`src/rtl/jimmy_io_hub_if.sv`:
```
// Signal bundle between the jimmy core / external devices and the I/O hub.
// The master side is the core plus devices; the slave side is the hub itself.
interface jimmy_io_hub_if;
  // Core input direction
  logic [7:0]  in_port_0;
  logic [7:0]  in_port_1;
  logic [7:0]  in_port_2;
  logic [7:0]  in_port_3;
  logic [3:0]  in_strobe;
  // Core output direction
  logic [7:0]  out_port_0;
  logic [7:0]  out_port_1;
  logic [7:0]  out_port_2;
  logic [7:0]  out_port_3;
  logic [3:0]  out_strobe;
  // Device input side (devices push into the input FIFOs)
  logic [31:0] dev_in_data;
  logic [3:0]  dev_in_valid;
  logic [3:0]  dev_in_ready;
  // Device output side (devices drain the output FIFOs)
  logic [31:0] dev_out_data;
  logic [3:0]  dev_out_valid;
  logic [3:0]  dev_out_ready;
  // Sticky error flags
  logic [3:0]  in_underflow;
  logic [3:0]  out_overflow;

  modport master (
    input  in_port_0, in_port_1, in_port_2, in_port_3,
    output in_strobe,
    output out_port_0, out_port_1, out_port_2, out_port_3,
    output out_strobe,
    output dev_in_data, dev_in_valid,
    input  dev_in_ready,
    input  dev_out_data, dev_out_valid,
    output dev_out_ready,
    input  in_underflow, out_overflow
  );

  modport slave (
    output in_port_0, in_port_1, in_port_2, in_port_3,
    input  in_strobe,
    input  out_port_0, out_port_1, out_port_2, out_port_3,
    input  out_strobe,
    input  dev_in_data, dev_in_valid,
    output dev_in_ready,
    output dev_out_data, dev_out_valid,
    input  dev_out_ready,
    output in_underflow, out_overflow
  );
endinterface

```
`src/rtl/jimmy_io_hub.sv`:
```
// Peripheral-side I/O hub for the jimmy core: four input FIFOs filled by devices and
// drained by core acknowledge strobes, four output FIFOs filled by core write strobes
// and drained by devices. All FIFOs are first-word fall-through.
module jimmy_io_hub #(
  // Entries per FIFO; must be a power of two, at least 2.
  parameter int unsigned DEPTH = 4
) (
  input  logic           clk,
  input  logic           reset,
  jimmy_io_hub_if.slave  bus
);

  localparam int unsigned PtrW = (DEPTH > 1) ? $clog2(DEPTH) : 1;
  localparam int unsigned CntW = PtrW + 1;
  localparam logic [CntW-1:0] Full = CntW'(DEPTH);

  logic [31:0] out_port_flat;
  logic [31:0] in_head_flat;
  logic [31:0] out_head_flat;
  logic [3:0]  in_ready;
  logic [3:0]  out_valid;
  logic [3:0]  in_uf;
  logic [3:0]  out_ovf;

  // Low for the first edge after reset release, so a strobe held low across the
  // release is not mistaken for a falling edge.
  logic armed_q;

  assign out_port_flat = {bus.out_port_3, bus.out_port_2, bus.out_port_1, bus.out_port_0};

  assign bus.in_port_0     = in_head_flat[7:0];
  assign bus.in_port_1     = in_head_flat[15:8];
  assign bus.in_port_2     = in_head_flat[23:16];
  assign bus.in_port_3     = in_head_flat[31:24];
  assign bus.dev_in_ready  = in_ready;
  assign bus.dev_out_data  = out_head_flat;
  assign bus.dev_out_valid = out_valid;
  assign bus.in_underflow  = in_uf;
  assign bus.out_overflow  = out_ovf;

  // Arm strobe edge detection one cycle after reset release.
  always_ff @(posedge clk or negedge reset) begin
    if (!reset) begin
      armed_q <= 1'b0;
    end else begin
      armed_q <= 1'b1;
    end
  end

  for (genvar g = 0; g < 4; g++) begin : g_chan

    // ------------------------------------------------------------------
    // Input direction: device pushes, core strobe pops.
    // ------------------------------------------------------------------
    logic [7:0]      in_mem [DEPTH];
    logic [PtrW-1:0] in_rd_q, in_rd_d;
    logic [PtrW-1:0] in_wr_q, in_wr_d;
    logic [CntW-1:0] in_cnt_q, in_cnt_d;
    logic            in_strobe_q;
    logic            in_uf_q, in_uf_d;
    logic            in_event;
    logic            in_empty;
    logic            in_push;
    logic            in_pop;

    assign in_event = armed_q & in_strobe_q & ~bus.in_strobe[g];
    assign in_empty = (in_cnt_q == '0);
    // Ready depends on occupancy only, so a same-cycle pop never opens the door.
    assign in_ready[g] = (in_cnt_q != Full);
    assign in_push  = bus.dev_in_valid[g] & in_ready[g];
    assign in_pop   = in_event & ~in_empty;

    assign in_head_flat[8*g +: 8] = in_empty ? 8'h00 : in_mem[in_rd_q];
    assign in_uf[g] = in_uf_q;

    // Next-state for the input FIFO pointers, count and underflow flag.
    always_comb begin
      in_rd_d  = in_rd_q;
      in_wr_d  = in_wr_q;
      in_cnt_d = in_cnt_q;
      in_uf_d  = in_uf_q;
      if (in_pop) begin
        in_rd_d = in_rd_q + PtrW'(1);
      end
      if (in_push) begin
        in_wr_d = in_wr_q + PtrW'(1);
      end
      in_cnt_d = in_cnt_q + CntW'(in_push) - CntW'(in_pop);
      if (in_event && in_empty) begin
        in_uf_d = 1'b1;
      end
    end

    // Input FIFO state registers.
    always_ff @(posedge clk or negedge reset) begin
      if (!reset) begin
        in_rd_q     <= '0;
        in_wr_q     <= '0;
        in_cnt_q    <= '0;
        in_strobe_q <= 1'b1;
        in_uf_q     <= 1'b0;
      end else begin
        in_rd_q     <= in_rd_d;
        in_wr_q     <= in_wr_d;
        in_cnt_q    <= in_cnt_d;
        in_strobe_q <= bus.in_strobe[g];
        in_uf_q     <= in_uf_d;
      end
    end

    // Input FIFO storage; contents are don't-care after reset.
    always_ff @(posedge clk) begin
      if (in_push) begin
        in_mem[in_wr_q] <= bus.dev_in_data[8*g +: 8];
      end
    end

    // ------------------------------------------------------------------
    // Output direction: core strobe captures, device pops.
    // ------------------------------------------------------------------
    logic [7:0]      out_mem [DEPTH];
    logic [PtrW-1:0] out_rd_q, out_rd_d;
    logic [PtrW-1:0] out_wr_q, out_wr_d;
    logic [CntW-1:0] out_cnt_q, out_cnt_d;
    logic            out_strobe_q;
    logic            out_ovf_q, out_ovf_d;
    logic            out_event;
    logic            out_full;
    logic            out_push;
    logic            out_pop;

    assign out_event    = armed_q & out_strobe_q & ~bus.out_strobe[g];
    assign out_full     = (out_cnt_q == Full);
    assign out_valid[g] = (out_cnt_q != '0);
    assign out_pop      = out_valid[g] & bus.dev_out_ready[g];
    // A capture into a full FIFO still lands if the head leaves in the same cycle.
    assign out_push     = out_event & (~out_full | out_pop);

    assign out_head_flat[8*g +: 8] = out_valid[g] ? out_mem[out_rd_q] : 8'h00;
    assign out_ovf[g] = out_ovf_q;

    // Next-state for the output FIFO pointers, count and overflow flag.
    always_comb begin
      out_rd_d  = out_rd_q;
      out_wr_d  = out_wr_q;
      out_cnt_d = out_cnt_q;
      out_ovf_d = out_ovf_q;
      if (out_pop) begin
        out_rd_d = out_rd_q + PtrW'(1);
      end
      if (out_push) begin
        out_wr_d = out_wr_q + PtrW'(1);
      end
      out_cnt_d = out_cnt_q + CntW'(out_push) - CntW'(out_pop);
      if (out_event && !out_push) begin
        out_ovf_d = 1'b1;
      end
    end

    // Output FIFO state registers.
    always_ff @(posedge clk or negedge reset) begin
      if (!reset) begin
        out_rd_q     <= '0;
        out_wr_q     <= '0;
        out_cnt_q    <= '0;
        out_strobe_q <= 1'b1;
        out_ovf_q    <= 1'b0;
      end else begin
        out_rd_q     <= out_rd_d;
        out_wr_q     <= out_wr_d;
        out_cnt_q    <= out_cnt_d;
        out_strobe_q <= bus.out_strobe[g];
        out_ovf_q    <= out_ovf_d;
      end
    end

    // Output FIFO storage; captures the core byte present at the strobe edge.
    always_ff @(posedge clk) begin
      if (out_push) begin
        out_mem[out_wr_q] <= out_port_flat[8*g +: 8];
      end
    end
  end

endmodule

```
`src/flat_wrapper.sv`:
```
// flat-port wrapper written by rule: the top's interface ports become plain ports
module jimmy_io_hub_flat 
#(
                                                          
  parameter int unsigned DEPTH = 4
)
  (clk, reset, bus_in_port_0, bus_in_port_1, bus_in_port_2, bus_in_port_3, bus_in_strobe, bus_out_port_0, bus_out_port_1, bus_out_port_2, bus_out_port_3, bus_out_strobe, bus_dev_in_data, bus_dev_in_valid, bus_dev_in_ready, bus_dev_out_data, bus_dev_out_valid, bus_dev_out_ready, bus_in_underflow, bus_out_overflow);
  jimmy_io_hub_if bus_i ();
  input  logic clk;
  input  logic reset;
  output wire logic [$bits(bus_i.in_port_0)-1:0] bus_in_port_0;
  output wire logic [$bits(bus_i.in_port_1)-1:0] bus_in_port_1;
  output wire logic [$bits(bus_i.in_port_2)-1:0] bus_in_port_2;
  output wire logic [$bits(bus_i.in_port_3)-1:0] bus_in_port_3;
  input wire logic [$bits(bus_i.in_strobe)-1:0] bus_in_strobe;
  input wire logic [$bits(bus_i.out_port_0)-1:0] bus_out_port_0;
  input wire logic [$bits(bus_i.out_port_1)-1:0] bus_out_port_1;
  input wire logic [$bits(bus_i.out_port_2)-1:0] bus_out_port_2;
  input wire logic [$bits(bus_i.out_port_3)-1:0] bus_out_port_3;
  input wire logic [$bits(bus_i.out_strobe)-1:0] bus_out_strobe;
  input wire logic [$bits(bus_i.dev_in_data)-1:0] bus_dev_in_data;
  input wire logic [$bits(bus_i.dev_in_valid)-1:0] bus_dev_in_valid;
  output wire logic [$bits(bus_i.dev_in_ready)-1:0] bus_dev_in_ready;
  output wire logic [$bits(bus_i.dev_out_data)-1:0] bus_dev_out_data;
  output wire logic [$bits(bus_i.dev_out_valid)-1:0] bus_dev_out_valid;
  input wire logic [$bits(bus_i.dev_out_ready)-1:0] bus_dev_out_ready;
  output wire logic [$bits(bus_i.in_underflow)-1:0] bus_in_underflow;
  output wire logic [$bits(bus_i.out_overflow)-1:0] bus_out_overflow;
  assign bus_in_port_0 = bus_i.in_port_0;
  assign bus_in_port_1 = bus_i.in_port_1;
  assign bus_in_port_2 = bus_i.in_port_2;
  assign bus_in_port_3 = bus_i.in_port_3;
  assign bus_i.in_strobe = bus_in_strobe;
  assign bus_i.out_port_0 = bus_out_port_0;
  assign bus_i.out_port_1 = bus_out_port_1;
  assign bus_i.out_port_2 = bus_out_port_2;
  assign bus_i.out_port_3 = bus_out_port_3;
  assign bus_i.out_strobe = bus_out_strobe;
  assign bus_i.dev_in_data = bus_dev_in_data;
  assign bus_i.dev_in_valid = bus_dev_in_valid;
  assign bus_dev_in_ready = bus_i.dev_in_ready;
  assign bus_dev_out_data = bus_i.dev_out_data;
  assign bus_dev_out_valid = bus_i.dev_out_valid;
  assign bus_i.dev_out_ready = bus_dev_out_ready;
  assign bus_in_underflow = bus_i.in_underflow;
  assign bus_out_overflow = bus_i.out_overflow;
  jimmy_io_hub #(.DEPTH(DEPTH)) u_core (.clk(clk), .reset(reset), .bus(bus_i));
endmodule
```
`config.mk`:
```
export PLATFORM = sky130hd
export DESIGN_NAME = jimmy_io_hub_flat
export DESIGN_NICKNAME = d
export VERILOG_FILES = /design/src/rtl/jimmy_io_hub_if.sv /design/src/rtl/jimmy_io_hub.sv /design/src/flat_wrapper.sv
export SDC_FILE = /design/constraint.sdc
export NUM_CORES = 1
export LEC_CHECK = 0
export ABC_AREA = 1
export CAP_MARGIN = 20
export CORE_MARGIN = 2
export CORE_UTILIZATION = 60
export CTS_BUF_LIST = sky130_fd_sc_hd__clkbuf_2
export CTS_CLUSTER_SIZE = 28
export DETAILED_ROUTE_END_ITERATION = 10
export PLACE_DENSITY = 0.83
export RECOVER_POWER = 50
export SLEW_MARGIN = 10
export SYNTH_ARGS = -nofsm -noshare
export SYNTH_HDL_FRONTEND = slang
export SYNTH_SLANG_ARGS = --single-unit
```
`constraint.sdc`:
```
create_clock -name clk -period 5.8 [get_ports clk]
set_input_delay 0.58 -clock clk [delete_from_list [all_inputs] [get_ports clk]]
set_output_delay 0.58 -clock clk [all_outputs]
set_load 0.02 [all_outputs]
```
* Yosys cells after proc, flatten, opt, wreduce, memory -nomap -nowiden
Memories as Yosys holds them, arrays and structs flattened. Index checks and enable logic that the tools add are counted.
Cells by class: multiplexer cells 24, bitwise operators 52, equal/unequal tests 8, add/subtract/negate cells 32, reduce and logical (&&, ||, !) cells 20
Operator list (count):
- 2-to-1 mux 8 bit | 8
- adder 2 x 1 -> 2 bit, second input constant | 16
- AND 1 bit | 32
- adder 3 x 1 -> 3 bit | 8
- subtractor 3 x 1 -> 3 bit | 8
- 2-to-1 mux 1 bit | 16
- NOT 1 bit | 16
- == test 3 bit, second input constant | 4
- zero test 3 bit | 4
- != test 3 bit, second input constant | 4
- nonzero test 3 bit | 4
- logical AND 1 bit | 8
- zero test 1 bit | 4
- bitwise OR 1 bit | 4
Storage, ports and cells: register bits after elaboration 73, memories kept 8, output and inout port bits 80, RAM bits 256, logic and storage cells 185
Memory list:
- u_core.g_chan[0].in_mem | depth 4, width 8, rd ports 1, clocked after Yosys merged registers in 0, wr ports 1, line jimmy_io_hub.sv:55 | logic [7:0] in_mem [DEPTH];
- u_core.g_chan[0].out_mem | depth 4, width 8, rd ports 1, clocked after Yosys merged registers in 0, wr ports 1, line jimmy_io_hub.sv:121 | logic [7:0] out_mem [DEPTH];
- u_core.g_chan[1].in_mem | depth 4, width 8, rd ports 1, clocked after Yosys merged registers in 0, wr ports 1, line jimmy_io_hub.sv:55
- u_core.g_chan[1].out_mem | depth 4, width 8, rd ports 1, clocked after Yosys merged registers in 0, wr ports 1, line jimmy_io_hub.sv:121
- u_core.g_chan[2].in_mem | depth 4, width 8, rd ports 1, clocked after Yosys merged registers in 0, wr ports 1, line jimmy_io_hub.sv:55
- u_core.g_chan[2].out_mem | depth 4, width 8, rd ports 1, clocked after Yosys merged registers in 0, wr ports 1, line jimmy_io_hub.sv:121
- +2 memories

* Longest topological paths before layout
Gate-level depths: netlist (run 1).
depth after elaboration 6, mapped depth 11

* Worst setup path before layout (run 1)
Ideal clock, no wire load.
path kind reg2reg, from register u_core.g_chan[0].out_cnt_q[1], to register u_core.g_chan[0].out_cnt_q[2], period minus slack after synthesis 2.093 ns, path slack 3.707 ns, required time 5.678 ns, stages on the path, launching flop included 11, data arrival time 1.971 ns, path buffers 0, cells stage by stage dfrtp_1 nor2_2 nand2_1 nand2_1 inv_1 ha_1 inv_1 ha_1 inv_1 fa_1 xor2_1
On the way: cells in the longest elaborated chain, start to end 6, elaborated cells between the ends (all ways) 8, classes of those cells add/sub (2); eq/ne (1); bitwise (4); reduce/logical (1)
RTL lines:
- start, declared | line jimmy_io_hub.sv:124 | logic [CntW-1:0] out_cnt_q, out_cnt_d;
- start signal, assigned | line jimmy_io_hub.sv:171 | out_cnt_q <= out_cnt_d;
- nonzero test 3 bit * | line jimmy_io_hub.sv:134 | assign out_valid[g] = (out_cnt_q != '0);
- via bus_dev_out_valid[0] | line flat_wrapper.sv:25 | output wire logic [$bits(bus_i.dev_out_valid)-1:0] bus_dev_out_valid;
- AND 1 bit * | line jimmy_io_hub.sv:135 | assign out_pop = out_valid[g] & bus.dev_out_ready[g];
- via u_core.g_chan[0].out_pop | line jimmy_io_hub.sv:130 | logic out_pop;
- bitwise OR 1 bit | line jimmy_io_hub.sv:137 | assign out_push = out_event & (~out_full | out_pop);
- AND 1 bit | line jimmy_io_hub.sv:137
- adder 3 x 1 -> 3 bit | line jimmy_io_hub.sv:154 | out_cnt_d = out_cnt_q + CntW'(out_push) - CntW'(out_pop);
- subtractor 3 x 1 -> 3 bit * | line jimmy_io_hub.sv:154
- via u_core.g_chan[0].out_cnt_d[2] | line jimmy_io_hub.sv:124
The timed path passes the listed nets; every way through them passes the cells marked *. A chain may end at the register's enable or synchronous reset.

* Worst setup path in the final report (run 1)
from register u_core.g_chan[3].out_rd_q[0], to output bus_dev_out_data[26]
On the way: cells in the longest elaborated chain, start to end 2
RTL lines:
- start, declared | line jimmy_io_hub.sv:122 | logic [PtrW-1:0] out_rd_q, out_rd_d;
- start signal, assigned | line jimmy_io_hub.sv:169 | out_rd_q <= out_rd_d;
- memory read (4 x 8 bit)
- 2-to-1 mux 8 bit | line jimmy_io_hub.sv:139 | assign out_head_flat[8*g +: 8] = out_valid[g] ? out_mem[out_rd_q] : 8'h00;
- end, declared | line flat_wrapper.sv:24 | output wire logic [$bits(bus_i.dev_out_data)-1:0] bus_dev_out_data;
Every way passes these cells.

==> results.toml, run 1 <==
[logic_synthesis]
synthCells = 1493
synth_nets = 1631
synth.area.top_cells = "edfxtp_1 51%, dfrtp_1 11%, inv_1 9.4%, nand2_1 8.8%, nand3_1 4.9%"
synth_top_cell_by_area = "edfxtp_1"
yosys.area.top_type_share = 0.505
synth-warning-count = 0
yosysSeqAreaShare = 0.626
syn_area_sq_mm = 0.0152
syn_area_per_cell_sq_um = 10.2
ys_ff_latch = 329
ys_types = 31

[power_and_ir_drop]
power-per-cell-area_mw_per_mm2 = 483
total_power_mw = 8.53
peakVddDrop_uv = 372
leakage_nw = 8.33

[floorplan]
core_area_sq_mm = 0.0250
io_pins = 162
die_area_sq_mm = 0.0267
dieWidth_um = 163
start_util = 0.608
fp-row-count = 58
die_y_um = 163

[drt]
ant_nets = 0
via_per_inst = 4.85
num_vias = 10200
wl_um = 28600
first_pass_iters = 5
drtIter0Drc = 628
wl_per_cell_um = 13.6
drcViolationCount = 0

[outcome]
violations = "capacitance limit, slew limit"
status = "finished, violations left"

[layout]
fillCellCount = 1811
utilization = 0.705
drive_gt1_frac = 0.0992
area_delta_synth_final_pct = 16.0
finish.net_count = 1836
stdcell_area_sq_mm = 0.0176

[clocking]
clockBufferDepth = 3
cts_tree = "built"
clkLatencyLatePin_ns = 0.86
clock-sinks = 329
cts_root_buf = "clkbuf_2"
path_clk_slew_ns = 0.10
cts_buffers = 81
h-tree-depth = 3

[grt]
grt-ovfl-total = 0
grt.total_usage = 0.217
antenna_found_initial = 6
grt_pass1_vias = 9979
grt_max_degree = 74
grt_pass1_wl_um = 45500

[hold_path]
min_path_type = "input port to flip-flop"

[setup_path]
end_kind = "output port"
crit_type = "flip-flop to output port"
critPathLaunchType = "flip-flop"
cp.required_ns = 5.22
arrival_ns = 3.53
crit_fanout = 19

[placed_design]
dpl_cell_area_sq_mm = 0.0169
finalWeightedCongestion = 0.810
port_buffers = 161
hpwlAfterDp_um = 19100
pre_cts_ws_ns = 3.21

[timing]
setup_ws_ns = 1.69
rsz0062_at_grt = "no"
fmax_ghz = 0.244
maxSlewHeadroom = -0.688
period_minus_slack_ns = 4.11
drv_slew = 76
report.final.hold_viol_count = 0
worst_pin_slew_ns = 2.53
skew_ns = 0.0814
setup_viol = 0
period_share = 0.708
tns_ns = 0

[flow_run]
drv_cap = 2
final timing paths:
kind / startpoint / end / slack (ns) / cells past startpoint
hold / removal: bus_out_strobe[0] / u_core.g_chan[0].out_strobe_q$_DFF_PN1_ / 0.33 / 1
hold reg to reg: u_core.g_chan[1].out_ovf_q$_DFFE_PN0P_ / u_core.g_chan[1].out_ovf_q$_DFFE_PN0P_ / 0.48 / 2
min in group asynchronous: reset / u_core.g_chan[0].out_wr_q[0]$_DFFE_PN0N_ / 0.69 / 2
max in group asynchronous: reset / u_core.g_chan[3].out_wr_q[1]$_DFFE_PN0P_ / 1.96 / 3
setup reg to reg: u_core.armed_q$_DFF_PN0_ / u_core.g_chan[1].in_cnt_q[2]$_DFF_PN0_ / 3.40 / 10
setup / recovery: u_core.g_chan[3].out_rd_q[0]$_DFFE_PN0P_ / bus_dev_out_data[26] / 1.69 / 5
power by group:
group,leakage [nW],total (mW),internal (mW),switching (mW)
combinational,4.57,3.48,1.45,2.03
clock,0.582,1.60,0.667,0.932
sequential,3.18,3.45,3.00,0.449
kinds of logic after synthesis:
group	count (synthesis)	share of synthesized area
AOI/OAI and AO/OA	76	0.0266
buffers and inverters	435	0.125
DFF	329	0.626
adders and majority gates	56	0.0500
xor gates and xnor gates	16	0.00921
other	1	0.000246
and+or+nand+nor	580	0.164
layout make-up:
class | instances | area, sq um | area share
sequential | 329 | 9520 | 0.540
multi-input combinational | 729 | 3770 | 0.214
timing repair buffer | 163 | 1620 | 0.0917
inverter | 394 | 1500 | 0.0852
clock buffer | 111 | 556 | 0.0315
tap | 330 | 413 | 0.0234
clock inverter | 39 | 251 | 0.0142
antenna | 4 | 10.0 | 0.000567
synthesized netlist by cell type:
library cell / instances
inv_1: 380
nand2_1: 357
edfxtp_1: 256
nand3_1: 148
dfrtp_1: 65
a21oi_1: 60
ha_1: 48
nor2_1: 37
buf_6: 19
nand2_2: 17
xnor2_1: 14
buf_4: 11
nor2_2: 9
dfstp_2: 8
fa_1: 8
buf_2: 7
nand3_2: 6
inv_2: 5
inv_6: 5
o21ai_0: 5
a21o_1: 4
a21oi_2: 4
nand4_1: 4
buf_8: 3
inv_4: 3
o21ai_1: 3
nand2_4: 2
xor2_1: 2
clkbuf_4: 1
clkinv_1: 1
conb_1: 1
layout by cell type (no fill, tap or decap), drive strengths merged, types with 7 or more instances in the layout:
cell / Yosys / layout
a21oi: 64 / 64
clkbuf: 1 / 113
clkdlybuf4s50: 0 / 88
clkinv: 1 / 32
clkinvlp: 0 / 7
dfrtp: 65 / 65
dfstp: 8 / 8
dlygate4sd3: 0 / 73
edfxtp: 256 / 256
fa: 8 / 8
ha: 48 / 48
inv: 393 / 391
nand2: 376 / 376
nand3: 154 / 154
nor2: 46 / 46
o21ai: 8 / 8
xnor2: 14 / 14
worst max-delay path, cell delays in order, from the launching register on:
cell and delay [ns]:
dfrtp_1 0.78, clkinvlp_2 0.82, nand2_2 0.21, nand3_1 0.09, a21oi_1 0.19, clkdlybuf4s50_1 0.63
flip-flops by register name, indices dropped and copies added, names as in the netlist:
signal                      cells
u_core.armed_q                  1
u_core.g_chan.in_cnt_q         12
u_core.g_chan.in_mem          128
u_core.g_chan.in_rd_q           8
u_core.g_chan.in_strobe_q       4
u_core.g_chan.in_uf_q           4
u_core.g_chan.in_wr_q           8
u_core.g_chan.out_cnt_q        12
u_core.g_chan.out_mem         128
u_core.g_chan.out_ovf_q         4
u_core.g_chan.out_rd_q          8
u_core.g_chan.out_strobe_q      4
u_core.g_chan.out_wr_q          8
routing by layer:
metal / GRT usage / up-vias / routed length (um)
met5: 0 / - / 27
met4: 0.0961 / 4 / 631
met3: 0.0556 / 64 / 2020
met2: 0.379 / 307 / 14500
met1: 0.252 / 4691 / 11400
li1: - / 5108 / -
through the flow:
step / hold WS, ns / std cells
6_report: 0.335 / 2099
4_1_cts: 0.107 / 2094
2_1_floorplan: 0.284 / 1493
5_1_grt: 0.233 / 2098
3_5_place_dp: 0.448 / 1943
3_3_place_gp: 0.448 / 1943
repair_timing:
item | in CTS | in global routing
setup buffers | 0 | 0
gates resized for setup | 0 | 0
hold buffers | 1 | 0
endpoints found under the hold margin | 65 | 0
Power figures use the tool's default switching activity.
==> inputs of run 2 (changes only) <==
--- a/config.mk
+++ b/config.mk
@@ -8,11 +8,11 @@
 export ABC_AREA = 1
 export CAP_MARGIN = 20
 export CORE_MARGIN = 2
-export CORE_UTILIZATION = 60
+export CORE_UTILIZATION = 53
 export CTS_BUF_LIST = sky130_fd_sc_hd__clkbuf_2
 export CTS_CLUSTER_SIZE = 28
 export DETAILED_ROUTE_END_ITERATION = 10
-export PLACE_DENSITY = 0.83
+export PLACE_DENSITY = 0.77
 export RECOVER_POWER = 50
 export SLEW_MARGIN = 10
 export SYNTH_ARGS = -nofsm -noshare
==> constraint.sdc (replaced) <==
create_clock -name clk -period 3.7 [get_ports clk]
set_input_delay 0.37 -clock clk [delete_from_list [all_inputs] [get_ports clk]]
set_output_delay 0.37 -clock clk [all_outputs]
set_load 0.02 [all_outputs]
==> run 2 against run 1 <==
The run still ends with capacitance limit, slew limit left. Highest routed layer unchanged. Worst hold slack worse by 0.24 ns. Critical endpoint is now bus_dev_out_data[12]. Largest cell class unchanged. Routed wire length up 5.0%. Via count up 0.74%. Register-to-register slack worse by 2.1 ns. Critical path type unchanged. Flip-flop and latch count unchanged. Global-route usage down 1.2 points.
==> results.toml, run 2 (synthesized netlist as in run 1, its figures left out) <==
[outcome]
status = "finished, violations left"
violations = "capacitance limit, slew limit"

[hold_path]
hold_depth = 3
min_path_type = "input port to flip-flop"
holdPathEnd = "u_core.g_chan[0].in_wr_q[0]$_DFFE_PN0N_"
hold_start = "bus_dev_in_valid[0]"

[timing]
report.final.hold_viol_count = 0
skew_ns = 0.0639
drv_slew = 29
fmax_ghz = 0.307
setup_ws_ns = 0.447
period_share = 0.879
tns_ns = 0
period_minus_slack_ns = 3.25
rsz0062_at_grt = "no"
worst_pin_slew_ns = 1.67
setup_viol = 0
maxSlewHeadroom = -0.115

[setup_path]
critPathLaunchType = "flip-flop"
crit_fanout = 19
reg2reg_depth = 4
arrival_ns = 2.88
reg2reg_setup_slack_ns = 1.35
crit_chain = "inv_4 -> nand2_1 -> nand3_1 -> a21oi_1 -> clkdlybuf4s50_1"
slowest_stage = "dfrtp_1"
worst_r2r_endpoint = "u_core.g_chan[2].out_mem[1][2]$_DFFE_PP_"
crit_type = "flip-flop to output port"
end_kind = "output port"
max_stage_delay_ns = 0.81
r2r_start = "u_core.armed_q$_DFF_PN0_"
cp.required_ns = 3.33

[drt]
wl_um = 30000
wl_per_cell_um = 13.8
first_pass_iters = 7
ant_nets = 0
num_vias = 10200
drcViolationCount = 0
via_per_inst = 4.73
drtIter0Drc = 434

[placed_design]
port_buffers = 161
pre_cts_ws_ns = 1.35
finalWeightedCongestion = 0.792
hpwlAfterDp_um = 19900

[layout]
drive_gt1_frac = 0.102
layout_commonest_cell = "inv_1"
mostFrequentLayoutCells = "380 x inv_1, 361 x nand2_1, 256 x edfxtp_1"
fillCellCount = 2314
multi_input_area_sq_mm = 0.00377
top_regs = "u_core.g_chan.in_mem x128, u_core.g_chan.out_mem x128"
area_delta_synth_final_pct = 16.8
seq_area_sq_mm = 0.00952
finish.net_count = 1848

[clocking]
clockBufferDepth = 3
cts_root_buf = "clkbuf_2"
clock-sinks = 329
cts_buffers = 82
clkLatencyLatePin_ns = 0.87
path_clk_slew_ns = 0.12
h-tree-depth = 3
cts_tree = "built"
post-cts-setup-buffers = 0

[power_and_ir_drop]
leakage_nw = 8.38
peakVddDrop_uv = 481
power-per-cell-area_mw_per_mm2 = 745

[grt]
grt_pass1_vias = 10600
grt-ovfl-total = 0
grt.total_usage = 0.204
grt_max_degree = 74
grt_pass1_wl_um = 49300
antenna_found_initial = 8

[flow_run]
drv_cap = 1

[floorplan]
fp-row-count = 62
io_pins = 162
die_area_sq_mm = 0.0301
start_util = 0.535
dieWidth_um = 173
core_area_sq_mm = 0.0285
die_y_um = 173
-- run 2: repair_timing --
item | CTS | global route
hold buffers | 10 | 2
hold endpoints to repair | 75 | 28
gates resized for setup | 0 | 0
-- run 2: cell type report --
cell class              instances  share of cell area
flip-flops and latches        329               0.536
clock inverters                35             0.00887
well taps                     384              0.0270
clock buffers                 118              0.0332
inverters                     394              0.0850
repair buffers                174              0.0973
multi-input cells             729               0.212
diodes                          6            0.000844
-- run 2: stage by stage --
stage / cells / cell area, sq um / power (mW) / hold slack (ns) / utilization
floorplan: 1493 / 15200 / 9.09 / 0.0744 / -
detailed placement: 1997 / 16900 / 11.0 / 0.444 / 0.594
global route: 2167 / 17800 / 14.3 / 0.0163 / 0.624
finish: 2169 / 17800 / 13.3 / 0.0919 / 0.625
global placement: 1997 / 16900 / 10.8 / 0.440 / 0.594
CTS: 2160 / 17800 / 13.4 / 0.00661 / 0.624
-- run 2: metal layers --
layer | track usage | wire length [um] | vias up
li1 | - | - | 5139
met1 | 0.231 | 12100 | 4757
met2 | 0.360 | 15200 | 280
met3 | 0.0583 | 1910 | 67
met4 | 0.0932 | 779 | 6
met5 | 0 | 38 | -
-- run 2: worst max path at each step --
stage,startpoint,cells past startpoint,to,slack (ns)
2_1_floorplan,u_core.g_chan[0].out_cnt_q[1]$_DFF_PN0_,10,u_core.g_chan[0].out_cnt_q[2]$_DFF_PN0_,1.61
6_report,u_core.g_chan[1].out_rd_q[0]$_DFFE_PN0P_,5,bus_dev_out_data[12],0.45
4_1_cts,u_core.g_chan[1].out_rd_q[0]$_DFFE_PN0P_,5,bus_dev_out_data[12],0.35
3_3_place_gp,bus_in_strobe[1],10,u_core.g_chan[1].in_cnt_q[2]$_DFF_PN0_,1.38
3_5_place_dp,u_core.g_chan[3].in_rd_q[0]$_DFFE_PN0P_,5,bus_in_port_3[2],1.35
5_1_grt,u_core.g_chan[0].out_rd_q[0]$_DFFE_PN0P_,5,bus_dev_out_data[4],0.16
-- run 2: critical path, delay by kind of cell, from the launching register on --
family	cells	cell delay (ns)
compound gates	1	0.18
buf+inv	2	0.84
flops	1	0.81
simple gates	2	0.20
-- run 2: report_power, final --
group          total (mW)  leakage, nW  switching (mW)  internal (mW)
Combinational        5.51         4.63            3.23           2.28
Clock                2.32        0.570            1.44          0.878
Sequential           5.42         3.18           0.715           4.71
